<file path="config.mk">
export PLATFORM = sky130hd
export DESIGN_NAME = id_exe_reg
export DESIGN_NICKNAME = d
export VERILOG_FILES = /design/src/rtl/id_exe_reg.sv
export SDC_FILE = /design/constraint.sdc
export NUM_CORES = 1
export LEC_CHECK = 0
export BUFFER_PORTS_ARGS = -buffer_cell sky130_fd_sc_hd__buf_2
export CORE_AREA = 2 2 157 159
export DETAILED_ROUTE_END_ITERATION = 8
export DIE_AREA = 0 0 159 161
export GPL_TIMING_DRIVEN = 0
export RECOVER_POWER = 50
export SYNTH_ARGS = -nofsm -noshare
export SYNTH_HDL_FRONTEND = slang
export SYNTH_SLANG_ARGS = --single-unit
</file>
<file path="constraint.sdc">
create_clock -name clk -period 2.35 [get_ports clk]
set_clock_uncertainty 0.1 [all_clocks]
set_input_delay 0.3525 -clock clk [delete_from_list [all_inputs] [get_ports clk]]
set_output_delay 0.3525 -clock clk [all_outputs]
set_load 0.1 [all_outputs]
</file>
<file path="src/rtl/id_exe_reg.sv">
// ID/EX pipeline register: one-cycle capture of decoded operands and controls,
// with stall hold, flush-to-bubble, and a saturating bubble counter.
module id_exe_reg (
  input  logic        clk,
  input  logic        rst_n,
  input  logic        freeze,
  input  logic        flush,
  input  logic        valid_in,
  input  logic [31:0] pc_in,
  input  logic [31:0] val_rn_in,
  input  logic [31:0] val_rm_in,
  input  logic [31:0] imm32_in,
  input  logic [11:0] shift_operand_in,
  input  logic [23:0] signed_imm24_in,
  input  logic        val2_src_in,
  input  logic [3:0]  exe_cmd_in,
  input  logic        mem_r_en_in,
  input  logic        mem_w_en_in,
  input  logic        wb_en_in,
  input  logic        b_in,
  input  logic        s_in,
  input  logic [3:0]  dest_in,
  input  logic [3:0]  src1_in,
  input  logic [3:0]  src2_in,
  input  logic [3:0]  sr_in,
  output logic        valid_out,
  output logic [31:0] pc_out,
  output logic [31:0] val_rn_out,
  output logic [31:0] val_rm_out,
  output logic [31:0] imm32_out,
  output logic [11:0] shift_operand_out,
  output logic [23:0] signed_imm24_out,
  output logic        val2_src_out,
  output logic [3:0]  exe_cmd_out,
  output logic        mem_r_en_out,
  output logic        mem_w_en_out,
  output logic        wb_en_out,
  output logic        b_out,
  output logic        s_out,
  output logic [3:0]  dest_out,
  output logic [3:0]  src1_out,
  output logic [3:0]  src2_out,
  output logic [3:0]  sr_out,
  output logic [15:0] bubble_cnt
);

  logic load;      // data fields update
  logic bubble;    // a bubble lands in the register this edge
  logic ctl_keep;  // side-effecting controls pass through

  assign load     = flush | ~freeze;
  assign bubble   = flush | (~freeze & ~valid_in);
  assign ctl_keep = ~flush & valid_in;

  always_ff @(posedge clk or negedge rst_n) begin
    if (!rst_n) begin
      valid_out         <= 1'b0;
      pc_out            <= '0;
      val_rn_out        <= '0;
      val_rm_out        <= '0;
      imm32_out         <= '0;
      shift_operand_out <= '0;
      signed_imm24_out  <= '0;
      val2_src_out      <= 1'b0;
      exe_cmd_out       <= '0;
      mem_r_en_out      <= 1'b0;
      mem_w_en_out      <= 1'b0;
      wb_en_out         <= 1'b0;
      b_out             <= 1'b0;
      s_out             <= 1'b0;
      dest_out          <= '0;
      src1_out          <= '0;
      src2_out          <= '0;
      sr_out            <= '0;
      bubble_cnt        <= '0;
    end else begin
      if (load) begin
        valid_out         <= ctl_keep;
        pc_out            <= pc_in;
        val_rn_out        <= val_rn_in;
        val_rm_out        <= val_rm_in;
        imm32_out         <= imm32_in;
        shift_operand_out <= shift_operand_in;
        signed_imm24_out  <= signed_imm24_in;
        val2_src_out      <= val2_src_in;
        exe_cmd_out       <= exe_cmd_in;
        mem_r_en_out      <= mem_r_en_in & ctl_keep;
        mem_w_en_out      <= mem_w_en_in & ctl_keep;
        wb_en_out         <= wb_en_in & ctl_keep;
        b_out             <= b_in & ctl_keep;
        s_out             <= s_in & ctl_keep;
        dest_out          <= dest_in;
        src1_out          <= src1_in;
        src2_out          <= src2_in;
        sr_out            <= sr_in;
      end
      // Saturate rather than wrap so a long flush storm stays visible.
      if (bubble && bubble_cnt != 16'hFFFF)
        bubble_cnt <= bubble_cnt + 16'd1;
    end
  end

endmodule

</file>
== Yosys cells after proc, flatten, opt, wreduce, memory -nomap -nowiden ==
Cells that the tools add are included.

* Add/subtract/negate cells: 1
* Eq/ne operators: 1
* Bitwise gates (word level): 12
* Reductions and logical operators: 1

{| class="wikitable"
|+ Operator list
! cell !! count
|-
| adder 16 x 1 -> 16 bit (second input constant) || 1
|-
| inequality test 16 bit (second input constant) || 1
|-
| bitwise AND 1 bit || 7
|-
| NOT 1 bit || 3
|-
| bitwise OR 1 bit || 2
|-
| logical AND 1 bit || 1
|}

* Register bits: 207
* Input port bits: 195
* Output and inout bits: 207

== Logic depth before layout (Yosys ltp) ==
Gate-level depths: netlist of the first run.

* Word-level depth: 4
* Depth in mapped cells: 6

== Least setup slack after synthesis of the first run ==
Ideal clock, no wire load.

* Kind: flip-flop to flip-flop
* From: register bubble_cnt[0]
* To: register bubble_cnt[1]
* Setup time: 126 ps
* Arrival: 2,284 ps
* Required time: 2,124 ps
* Path slack: -160 ps
* Stages on the path, launching flop included: 5
* Period minus slack after synthesis: 2,510 ps
* Cells stage by stage: dfrtp_1 > ha_1 > nand4_1 > o41ai_4 > mux2_4

* Cells in the longest elaborated chain, start to end: 2
* Elaborated cells between the ends (all ways): 3
* Those cells by class: 1 x add/sub; 1 x eq/ne; 1 x reduce/logical

{| class="wikitable"
|+ Ends and longest elaborated chain
! element !! RTL line !! source
|-
| start, declared || 44 || <nowiki>output logic [15:0] bubble_cnt</nowiki>
|-
| start signal, assigned || 99 || <nowiki>bubble_cnt <= bubble_cnt + 16'd1;</nowiki>
|-
| branches (longest 2 deep; another with adder 16 x 1 -> 16 bit) || -- ||
|}

Several ways; the timed one is not identified.
A chain may end at the register's enable or synchronous reset.

== Worst setup path after layout of the first run ==
* From: input port flush
* To: register pc_out[4]

* Cells in the longest elaborated chain, start to end: 1

{| class="wikitable"
|+ Ends and longest elaborated chain
! element !! RTL line !! source
|-
| start, declared || 7 || <nowiki>input logic flush,</nowiki>
|-
| bitwise OR 1 bit || 51 || <nowiki>assign load = flush | ~freeze;</nowiki>
|-
| end signal, assigned || 79 || <nowiki>pc_out <= pc_in;</nowiki>
|-
| end, declared || 27 || <nowiki>output logic [31:0] pc_out,</nowiki>
|}

No other way between the ends.

==> flow_metrics.env, run 1 <==
export IMPL_route_detailed_drc=0
export IMPL_critPathCaptureType="flip-flop"
export IMPL_ys_warn_count=0
export IMPL_p_int_mw=7.01
export IMPL_swShare=0.399
export IMPL_final_cell_mix="390 x buf_2, 201 x dfrtp_1, 187 x dlygate4sd3_1"
export IMPL_ys_seq_area_frac=0.657
export IMPL_avgSynthCellArea_um2=16.2
export IMPL_fin_crit_sh=0.827
export IMPL_final_max_slew_viol_count=0
export IMPL_worst_pin_slew_ns=0.815
export IMPL_fillers=1986
export IMPL_place_ws_ns=0.00907
export IMPL_place_congestion=0.749
export IMPL_dpl_hpwl_mm=15.2
export IMPL_dieArea_um2=25600
export IMPL_io_pin_count=402
export IMPL_grt_max_degree=106
export IMPL_cp_startpoint="flush"
export IMPL_area_growth_syn_to_layout_pct=64.6
export IMPL_syn_inst=488
export IMPL_post_cts_repair_setup_buffers=0
export IMPL_cp_required_ns=2.63
export IMPL_synthDistinctLibCells=31
export IMPL_grt_pass1_wl_mm=36.6
export IMPL_maxCapViolCount=0
export IMPL_clkPwrFrac=0.313
export IMPL_pwr_share_comb=0.334
export IMPL_r2r_start="bubble_cnt[0]"
export IMPL_vias=6399
export IMPL_synthArstFlopShare=1.00
export IMPL_viasPerCell=4.44
export IMPL_top_usage_layer="met2"
export IMPL_die_h_um=161
export IMPL_crit_path_max_fanout=10
export IMPL_startpoint_type="input port"
export IMPL_hp_class="in2reg"
export IMPL_met1_usage=0.198
export IMPL_syn_cell_area_um2=7890
export IMPL_report_final_hold_viol_count=0
export IMPL_grt_remaining_overflow=0
export IMPL_clock_sinks=207
export IMPL_post_route_min_period_ns=1.94
export IMPL_multi_input_area_um2=2580
export IMPL_fin_tns_setup_ns=0
export IMPL_final_common_cell="buf_2"
export IMPL_clock_latency_ns=0.50
export IMPL_portBuffers=401
export IMPL_finalWirelength_mm=22.9
export IMPL_met2_usage=0.318
export IMPL_htree_levels=1
export IMPL_relSlewSlack=0.457
export IMPL_wire_per_inst_um=15.9
export IMPL_syn_num_nets=684
export IMPL_grt_total_usage=0.175
export IMPL_fin_ws_ns=0.406
export IMPL_cp_cell_sequence="clkbuf_1 > nand2b_1 > clkbuf_1 > clkbuf_1 > buf_4 > mux2_2"
export IMPL_worstSetupPathType="in2reg"
export IMPL_root_buffer="clkbuf_16"
export IMPL_use_met3=0.0503
export IMPL_powerDensity_nw_per_um2=898
export IMPL_insertedDiodeCount=0
export IMPL_ant_nets=0
export IMPL_peakVddDrop_v=0.000828
export IMPL_grt_pass1_vias=6899
export IMPL_ff_latch_area_um2=5190
export IMPL_final_nets=1298
export IMPL_drt_initial_drc_count=260
export IMPL_rows=57
export IMPL_cts_repair_resized=0
export IMPL_drtPass1Iterations=4
export IMPL_clock_path_buffers=3
export IMPL_max_stage_delay_ns=0.58
export IMPL_fp_coreArea_um2=24000
export IMPL_slowest_stage="clkbuf_1"
export IMPL_p_leak_nw=6.29
export IMPL_numCtsBuffers=23
export IMPL_synth_main_ff_cell="dfrtp_1"
export IMPL_rsz0062_at_grt="false"
export IMPL_die_w_um=159
export IMPL_start_util=0.329
export IMPL_seqPwrFrac=0.353
export IMPL_synth_edff_count=0
export IMPL_path_common_cell="clkbuf_1"
export IMPL_outcome="completed"
export IMPL_clk_pin_slew_ns=0.06
export IMPL_cts_tree="built"
export IMPL_drive_gt1_frac=0.580
export IMPL_synth_seq_cells=207
export IMPL_cp_arrival_ns=2.22
export IMPL_setup_viol=0
export IMPL_timing_fmax_ghz=0.514
export IMPL_switchingPower_mw=4.65
export IMPL_antenna_found_initial=0
export IMPL_worstHoldStart="pc_in[0]"
==> path summary, 6_finish.rpt <==
check                                  to  cells past startpoint  slack [ns]
max in group asynchronous   bubble_cnt[1]                      3        0.75
setup reg to reg            bubble_cnt[1]                      4        0.44
min in group asynchronous    imm32_out[8]                      2        0.37
hold / removal                  pc_out[0]                      2        0.02
setup / recovery                pc_out[4]                      6        0.41
hold reg to reg            bubble_cnt[15]                      1        0.39
==> synth_stat cells (2+ instances only) <==
cell / number / area (um^2)
a22oi_1: 5 / 37.5
and3_1: 2 / 12.5
buf_2: 16 / 80.1
buf_4: 4 / 30.0
dfrtp_1: 207 / 5180
inv_1: 2 / 7.51
mux2_2: 185 / 2080
nand2_1: 8 / 30.0
nand3_1: 5 / 25.0
nand4_1: 3 / 18.8
nor2_1: 15 / 56.3
nor3_1: 6 / 30.0
xor2_1: 12 / 105
==> logic make-up (layout without fill, tap and decap cells) <==
kind of cell	Yosys count	count (layout)	synth area share
adder cells (fa/ha/maj)	1	1	0.00159
buffers and inverters	23	653	0.0154
multiplexers	187	187	0.267
flip-flops	207	207	0.657
AND/OR/NAND/NOR	49	49	0.0330
AO/OA/AOI/OAI	8	8	0.0113
XOR/XNOR	13	13	0.0144
==> flip-flops by register name (all words and copies together), names as in the netlist <==
register	cells
b_out	1
bubble_cnt	16
dest_out	4
exe_cmd_out	4
imm32_out	32
mem_r_en_out	1
mem_w_en_out	1
pc_out	32
s_out	1
shift_operand_out	12
signed_imm24_out	24
sr_out	4
src1_out	4
src2_out	4
val2_src_out	1
val_rm_out	32
val_rn_out	32
valid_out	1
wb_en_out	1
==> final cells by class <==
class,count,area share
flip-flops and latches,207,0.400
repair buffers,589,0.302
multi-input cells,258,0.199
clock buffers,34,0.0529
well taps,324,0.0312
plain buffers,21,0.00819
clock inverters,7,0.00675
inverters,2,0.000578
==> metrics by stage <==
| step | utilization | std cells | hold WS (ns) | cell area (um^2) | power [mW] |
|---|---|---|---|---|---|
| 2_1_floorplan | - | 488 | -0.0431 | 7890 | 7.06 |
| 3_3_place_gp | 0.430 | 1213 | 0.374 | 10300 | 7.79 |
| 3_5_place_dp | 0.432 | 1214 | 0.352 | 10300 | 7.82 |
| 4_1_cts | 0.542 | 1442 | 0.00115 | 13000 | 11.8 |
| 5_1_grt | 0.542 | 1442 | 0.00202 | 13000 | 12.1 |
| 6_report | 0.542 | 1442 | 0.0181 | 13000 | 11.7 |
==> layer usage <==
layer  vias up  part of all wire
li1       2950                 -
met1      3124              0.38
met2       275              0.51
met3        50             0.078
met4         0             0.034
met5         -                 0
==> power by group through the flow <==
stage	Combinational [mW]	Sequential [mW]	Clock, mW
6_report	3.89	4.11	3.65
5_1_grt	4.03	4.15	3.92
4_1_cts	3.91	4.10	3.76
3_5_place_dp	3.66	4.17	0
3_3_place_gp	3.64	4.15	0
2_1_floorplan	0.478	6.58	0
==> worst max-delay path: cells and delay by family <==
family        cells  cell delay [ns]
buf+inv           4             1.35
mux               1             0.35
simple gates      1             0.15
==> what timing repair did <==
item | in CTS | in global routing
hold buffers | 187 | 0
endpoints found under the setup margin | 0 | 0
hold endpoints to repair | 291 | 0
Note: power is estimated with default switching activity, not from simulation.
==> inputs of run 2 (changes only) <==
==> constraint.sdc (replaced) <==
create_clock -name clk -period 1.9 [get_ports clk]
set_clock_uncertainty 0.1 [all_clocks]
set_input_delay 0.285 -clock clk [delete_from_list [all_inputs] [get_ports clk]]
set_output_delay 0.285 -clock clk [all_outputs]
set_load 0.1 [all_outputs]
==> run 2 against run 1 <==
Net effect: cell area grew 1.5%; register-to-register slack lost 0.35 ns; flip-flop and latch count is the same; total power grew 28%; largest power group unchanged; global-route usage shrank 0.23 points; sequential share of layout area shrank 0.31 points; non-clock buffer count grew 6; setup slack lost 0.32 ns; worst hold slack gained 0.0019 ns; clock power grew 36%; first-iteration DRC count shrank 15%; die area is the same.
==> flow_metrics.env, run 2 (synthesized netlist as in run 1, its figures left out) <==
export IMPL_ant_nets=0
export IMPL_timing_fmax_ghz=0.551
export IMPL_grt_total_usage=0.173
export IMPL_insertedDiodeCount=0
export IMPL_cp_required_ns=2.19
export IMPL_place_congestion=0.751
export IMPL_numCtsBuffers=24
export IMPL_clk_pin_slew_ns=0.06
export IMPL_outcome="completed"
export IMPL_fillers=2025
export IMPL_rsz0062_at_grt="false"
export IMPL_post_route_min_period_ns=1.81
export IMPL_placed_area_um2=10400
export IMPL_whs_ns=0.0200
export IMPL_portBuffers=401
export IMPL_maxCapViolCount=0
export IMPL_dpl_hpwl_mm=15.6
export IMPL_die_w_um=159
export IMPL_fin_tns_setup_ns=0
export IMPL_worstSetupPathType="reg2reg"
export IMPL_drive_gt1_frac=0.591
export IMPL_antenna_found_initial=0
export IMPL_cp_arrival_ns=2.10
export IMPL_drtPass1Iterations=4
export IMPL_finalWirelength_mm=23.0
export IMPL_power_mw=14.9
export IMPL_dp_cells=1214
export IMPL_setup_viol=0
export IMPL_final_cell_mix="406 x buf_2, 192 x dlygate4sd3_1, 191 x dfrtp_1"
export IMPL_start_util=0.329
export IMPL_grt_pass1_wl_mm=36.1
export IMPL_p_leak_nw=6.35
export IMPL_rr_worst_depth=5
export IMPL_final_max_slew_viol_count=0
export IMPL_endpoint="bubble_cnt[1]"
export IMPL_grt_pass1_vias=6708
export IMPL_route_detailed_drc=0
export IMPL_met2_usage=0.321
export IMPL_grt_max_degree=115
export IMPL_die_h_um=161
export IMPL_htree_levels=1
export IMPL_report_final_hold_viol_count=0
export IMPL_r2r_start="bubble_cnt[0]"
export IMPL_viasPerCell=4.41
export IMPL_rows=57
export IMPL_startpoint_type="flip-flop"
export IMPL_worst_pin_slew_ns=0.732
export IMPL_clock_latency_ns=0.51
export IMPL_critPathCaptureType="flip-flop"
export IMPL_final_common_cell="buf_2"
export IMPL_clock_sinks=207
export IMPL_io_pin_count=402
export IMPL_place_ws_ns=-0.355
export IMPL_fin_util=0.550
export IMPL_peakVddDrop_v=0.00117
export IMPL_grt_remaining_overflow=0
export IMPL_top_usage_layer="met2"
export IMPL_fin_ws_ns=0.0856
export IMPL_final_nets=1305
export IMPL_vias=6388
export IMPL_area_growth_syn_to_layout_pct=67.1
export IMPL_dieArea_um2=25600
export IMPL_fp_coreArea_um2=24000
export IMPL_r2r_setup_slack_ns=0.09
export IMPL_root_buffer="clkbuf_16"
export IMPL_drt_initial_drc_count=221
export IMPL_stdcell_count=1450
export IMPL_fin_area_um2=13200
export IMPL_powerDensity_nw_per_um2=1130
export IMPL_fin_crit_sh=0.955
export IMPL_reg2reg_to="bubble_cnt[1]"
export IMPL_cts_tree="built"
export IMPL_hp_class="in2reg"
export IMPL_crit_path_max_fanout=7
export IMPL_met1_usage=0.198
export IMPL_use_met3=0.0421
export IMPL_relSlewSlack=0.512
export IMPL_cp_startpoint="bubble_cnt[0]"
export IMPL_wire_per_inst_um=15.9
export IMPL_clock_path_buffers=3
[run 2: layout make-up]
| type | count | area [um^2] | share of cell area |
|---|---|---|---|
| flip-flops and latches | 207 | 5230 | 0.397 |
| repair buffers | 595 | 3970 | 0.301 |
| multi-input cells | 258 | 2600 | 0.197 |
| clock buffers | 33 | 694 | 0.0527 |
| well taps | 324 | 405 | 0.0308 |
| clock inverters | 10 | 169 | 0.0128 |
| plain buffers | 21 | 108 | 0.00817 |
| inverters | 2 | 7.51 | 0.000570 |
[run 2: repair_timing]
action,in CTS,in global routing
hold endpoints to repair,283,0
endpoints found under the setup margin,1,1
resized for setup,0,1
hold buffers,192,0
pin swaps,1,0
buffers inserted,1,0
[run 2: worst min-delay path by stage]
| stage | from | end | slack [ns] | depth (start not counted) |
|---|---|---|---|---|
| floorplan | rst_n | b_out | -0.11 | 0 |
| global placement | valid_out | valid_out | 0.38 | 2 |
| detailed placement | rst_n | imm32_out[27] | 0.25 | 1 |
| CTS | valid_in | valid_out | 0.007 | 3 |
| global route | valid_in | valid_out | 0.02 | 3 |
| finish | valid_in | valid_out | 0.02 | 3 |
[run 2: layer usage]
layer / wire length, um / vias up
li1: - / 2967
met1: 8920 / 3148
met2: 12000 / 235
met3: 1520 / 38
met4: 526 / 0
met5: 0 / -
[run 2: worst max-delay path, cell delays in order, from the launching register on]
cell     delay, ns
dfrtp_4       0.45
ha_4          0.15
nand4_1       0.17
o41ai_4       0.36
buf_6         0.17
mux2_4        0.29
[run 2: where the power goes]
group	switching [mW]	leakage [nW]	total, mW	internal (mW)
Combinational	3.75	3.50	4.85	1.10
Clock	1.86	0.427	4.97	3.11
Sequential	0.266	2.42	5.11	4.84
==> inputs of run 3 (changes only) <==
==> constraint.sdc (replaced) <==
create_clock -name clk -period 1.9 [get_ports clk]
set_clock_uncertainty 0.1 [all_clocks]
set_input_delay 0 -clock clk [delete_from_list [all_inputs] [get_ports clk]]
set_output_delay 0 -clock clk [all_outputs]
set_load 0.1 [all_outputs]
==> run 3 against run 2 <==
Net effect: the flow now finishes with violations (negative hold slack); utilization increased by 0.27 points; clock power about the same; non-clock buffer count increased by 7; first-iteration DRC count decreased by 2.3%; via count about the same; sequential power about the same; worst hold slack got worse by 0.044 ns; die area unchanged.
==> flow_metrics.env, run 3 (synthesized netlist as in run 1, its figures left out) <==
export IMPL_worstSetupPathType="reg2reg"
export IMPL_post_route_min_period_ns=1.82
export IMPL_timing_fmax_ghz=0.551
export IMPL_dpl_hpwl_mm=15.6
export IMPL_fin_area_um2=13200
export IMPL_use_met3=0.0416
export IMPL_start_util=0.329
export IMPL_placed_area_um2=10400
export IMPL_drive_gt1_frac=0.585
export IMPL_wire_per_inst_um=15.9
export IMPL_grt_pass1_wl_mm=36.3
export IMPL_route_detailed_drc=0
export IMPL_rsz0062_at_grt="false"
export IMPL_switchingPower_mw=5.88
export IMPL_met2_usage=0.323
export IMPL_whs_ns=-0.0245
export IMPL_viasPerCell=4.38
export IMPL_swShare=0.393
export IMPL_insertedDiodeCount=0
export IMPL_p_int_mw=9.06
export IMPL_top_usage_layer="met2"
export IMPL_drt_initial_drc_count=216
export IMPL_grt_remaining_overflow=0
export IMPL_cp_required_ns=2.19
export IMPL_p_leak_nw=6.37
export IMPL_crit_path_max_fanout=7
export IMPL_die_h_um=161
export IMPL_antenna_found_initial=0
export IMPL_pwr_share_comb=0.326
export IMPL_clk_pin_slew_ns=0.06
export IMPL_hp_class="in2async"
export IMPL_outcome="complete, but fails checks"
export IMPL_final_cell_mix="403 x buf_2, 199 x dlygate4sd3_1, 191 x dfrtp_1"
export IMPL_clock_latency_ns=0.51
export IMPL_final_max_slew_viol_count=0
export IMPL_place_ws_ns=-0.0695
export IMPL_portBuffers=401
export IMPL_numCtsBuffers=24
export IMPL_peakVddDrop_v=0.00117
export IMPL_met1_usage=0.199
export IMPL_grt_total_usage=0.174
export IMPL_die_w_um=159
export IMPL_report_final_hold_viol_count=13
export IMPL_critPathCaptureType="flip-flop"
export IMPL_cp_startpoint="bubble_cnt[0]"
export IMPL_fin_ws_ns=0.0842
export IMPL_clkPwrFrac=0.332
export IMPL_grt_pass1_vias=6754
export IMPL_dieArea_um2=25600
export IMPL_place_congestion=0.751
export IMPL_fp_coreArea_um2=24000
export IMPL_maxCapViolCount=0
export IMPL_final_common_cell="buf_2"
export IMPL_startpoint_type="flip-flop"
export IMPL_rows=57
export IMPL_r2r_start="bubble_cnt[0]"
export IMPL_power_mw=14.9
export IMPL_root_buffer="clkbuf_16"
export IMPL_htree_levels=1
export IMPL_violations="negative hold slack"
export IMPL_cp_arrival_ns=2.10
export IMPL_ant_nets=0
export IMPL_finalWirelength_mm=23.2
export IMPL_final_nets=1312
export IMPL_powerDensity_nw_per_um2=1130
export IMPL_io_pin_count=402
export IMPL_clock_path_buffers=3
export IMPL_grt_max_degree=115
export IMPL_drtPass1Iterations=4
export IMPL_clock_sinks=207
export IMPL_fin_crit_sh=0.956
export IMPL_worst_pin_slew_ns=0.739
export IMPL_area_growth_syn_to_layout_pct=67.9
export IMPL_cts_tree="built"
export IMPL_vias=6387
export IMPL_seqPwrFrac=0.342
export IMPL_relSlewSlack=0.507
export IMPL_setup_viol=0
[run 3: changes by cell type in the layout (fill, tap and decap cells not counted)]
cell / change
dlygate4sd3_1: +7
buf_4: -2
buf_16: +1
buf_12: -1
clkbuf_4: -2
clkbuf_1: +2
buf_2: -3
clkbuf_2: +5
[run 3: metrics by stage]
stage / setup TNS (ns) / utilization / cells
6_report: 0 / 0.553 / 1457
5_1_grt: 0 / 0.553 / 1457
4_1_cts: 0 / 0.553 / 1457
3_5_place_dp: -3.28 / 0.434 / 1214
3_3_place_gp: -625.32 / 0.432 / 1213
2_1_floorplan: -0.0541 / - / 488
[run 3: path summary, 6_finish.rpt]
check,endpoint,slack (ns),depth (start not counted)
min reg2reg,valid_out,0.40,2
max in group asynchronous,val_rn_out[5],0.70,3
min in group clk,signed_imm24_out[6],0.14,3
max,bubble_cnt[1],0.08,5
max reg2reg,bubble_cnt[1],0.08,5
min,imm32_out[10],-0.02,2
[run 3: repair_timing]
item                                    in CTS  in global routing
buffers inserted                             1                  0
hold endpoints to repair                   292                  0
hold buffers                               199                  0
endpoints found under the setup margin       1                  1
pin swaps                                    1                  0
resized for setup                            0                  1
[run 3: cell type report]
type / count / area (um^2)
fill: 2016 / 10700
sequential: 207 / 5230
timing repair buffer: 602 / 4050
multi-input combinational: 258 / 2600
clock buffer: 33 / 694
tap: 324 / 405
clock inverter: 10 / 169
buffer: 21 / 96.3
inverter: 2 / 7.51
[run 3: layer usage]
layer / vias up / wire, um
met4: 0 / 588
met1: 3137 / 9010
met5: - / 0
met3: 42 / 1510
met2: 232 / 12100
li1: 2976 / -
[run 3: power groups by stage]
stage,Combinational [mW],Clock [mW],Sequential [mW]
3_3_place_gp,4.52,0,5.17
5_1_grt,5.04,5.29,5.17
3_5_place_dp,4.56,0,5.18
6_report,4.86,4.97,5.11
2_1_floorplan,0.602,0,8.18
4_1_cts,4.89,5.11,5.11
[run 3: worst max-delay path: stages (launching register included)]
cell and delay (ns):
dfrtp_4 0.45, ha_4 0.15, nand4_1 0.17, o41ai_4 0.36
buf_6 0.17, mux2_4 0.29
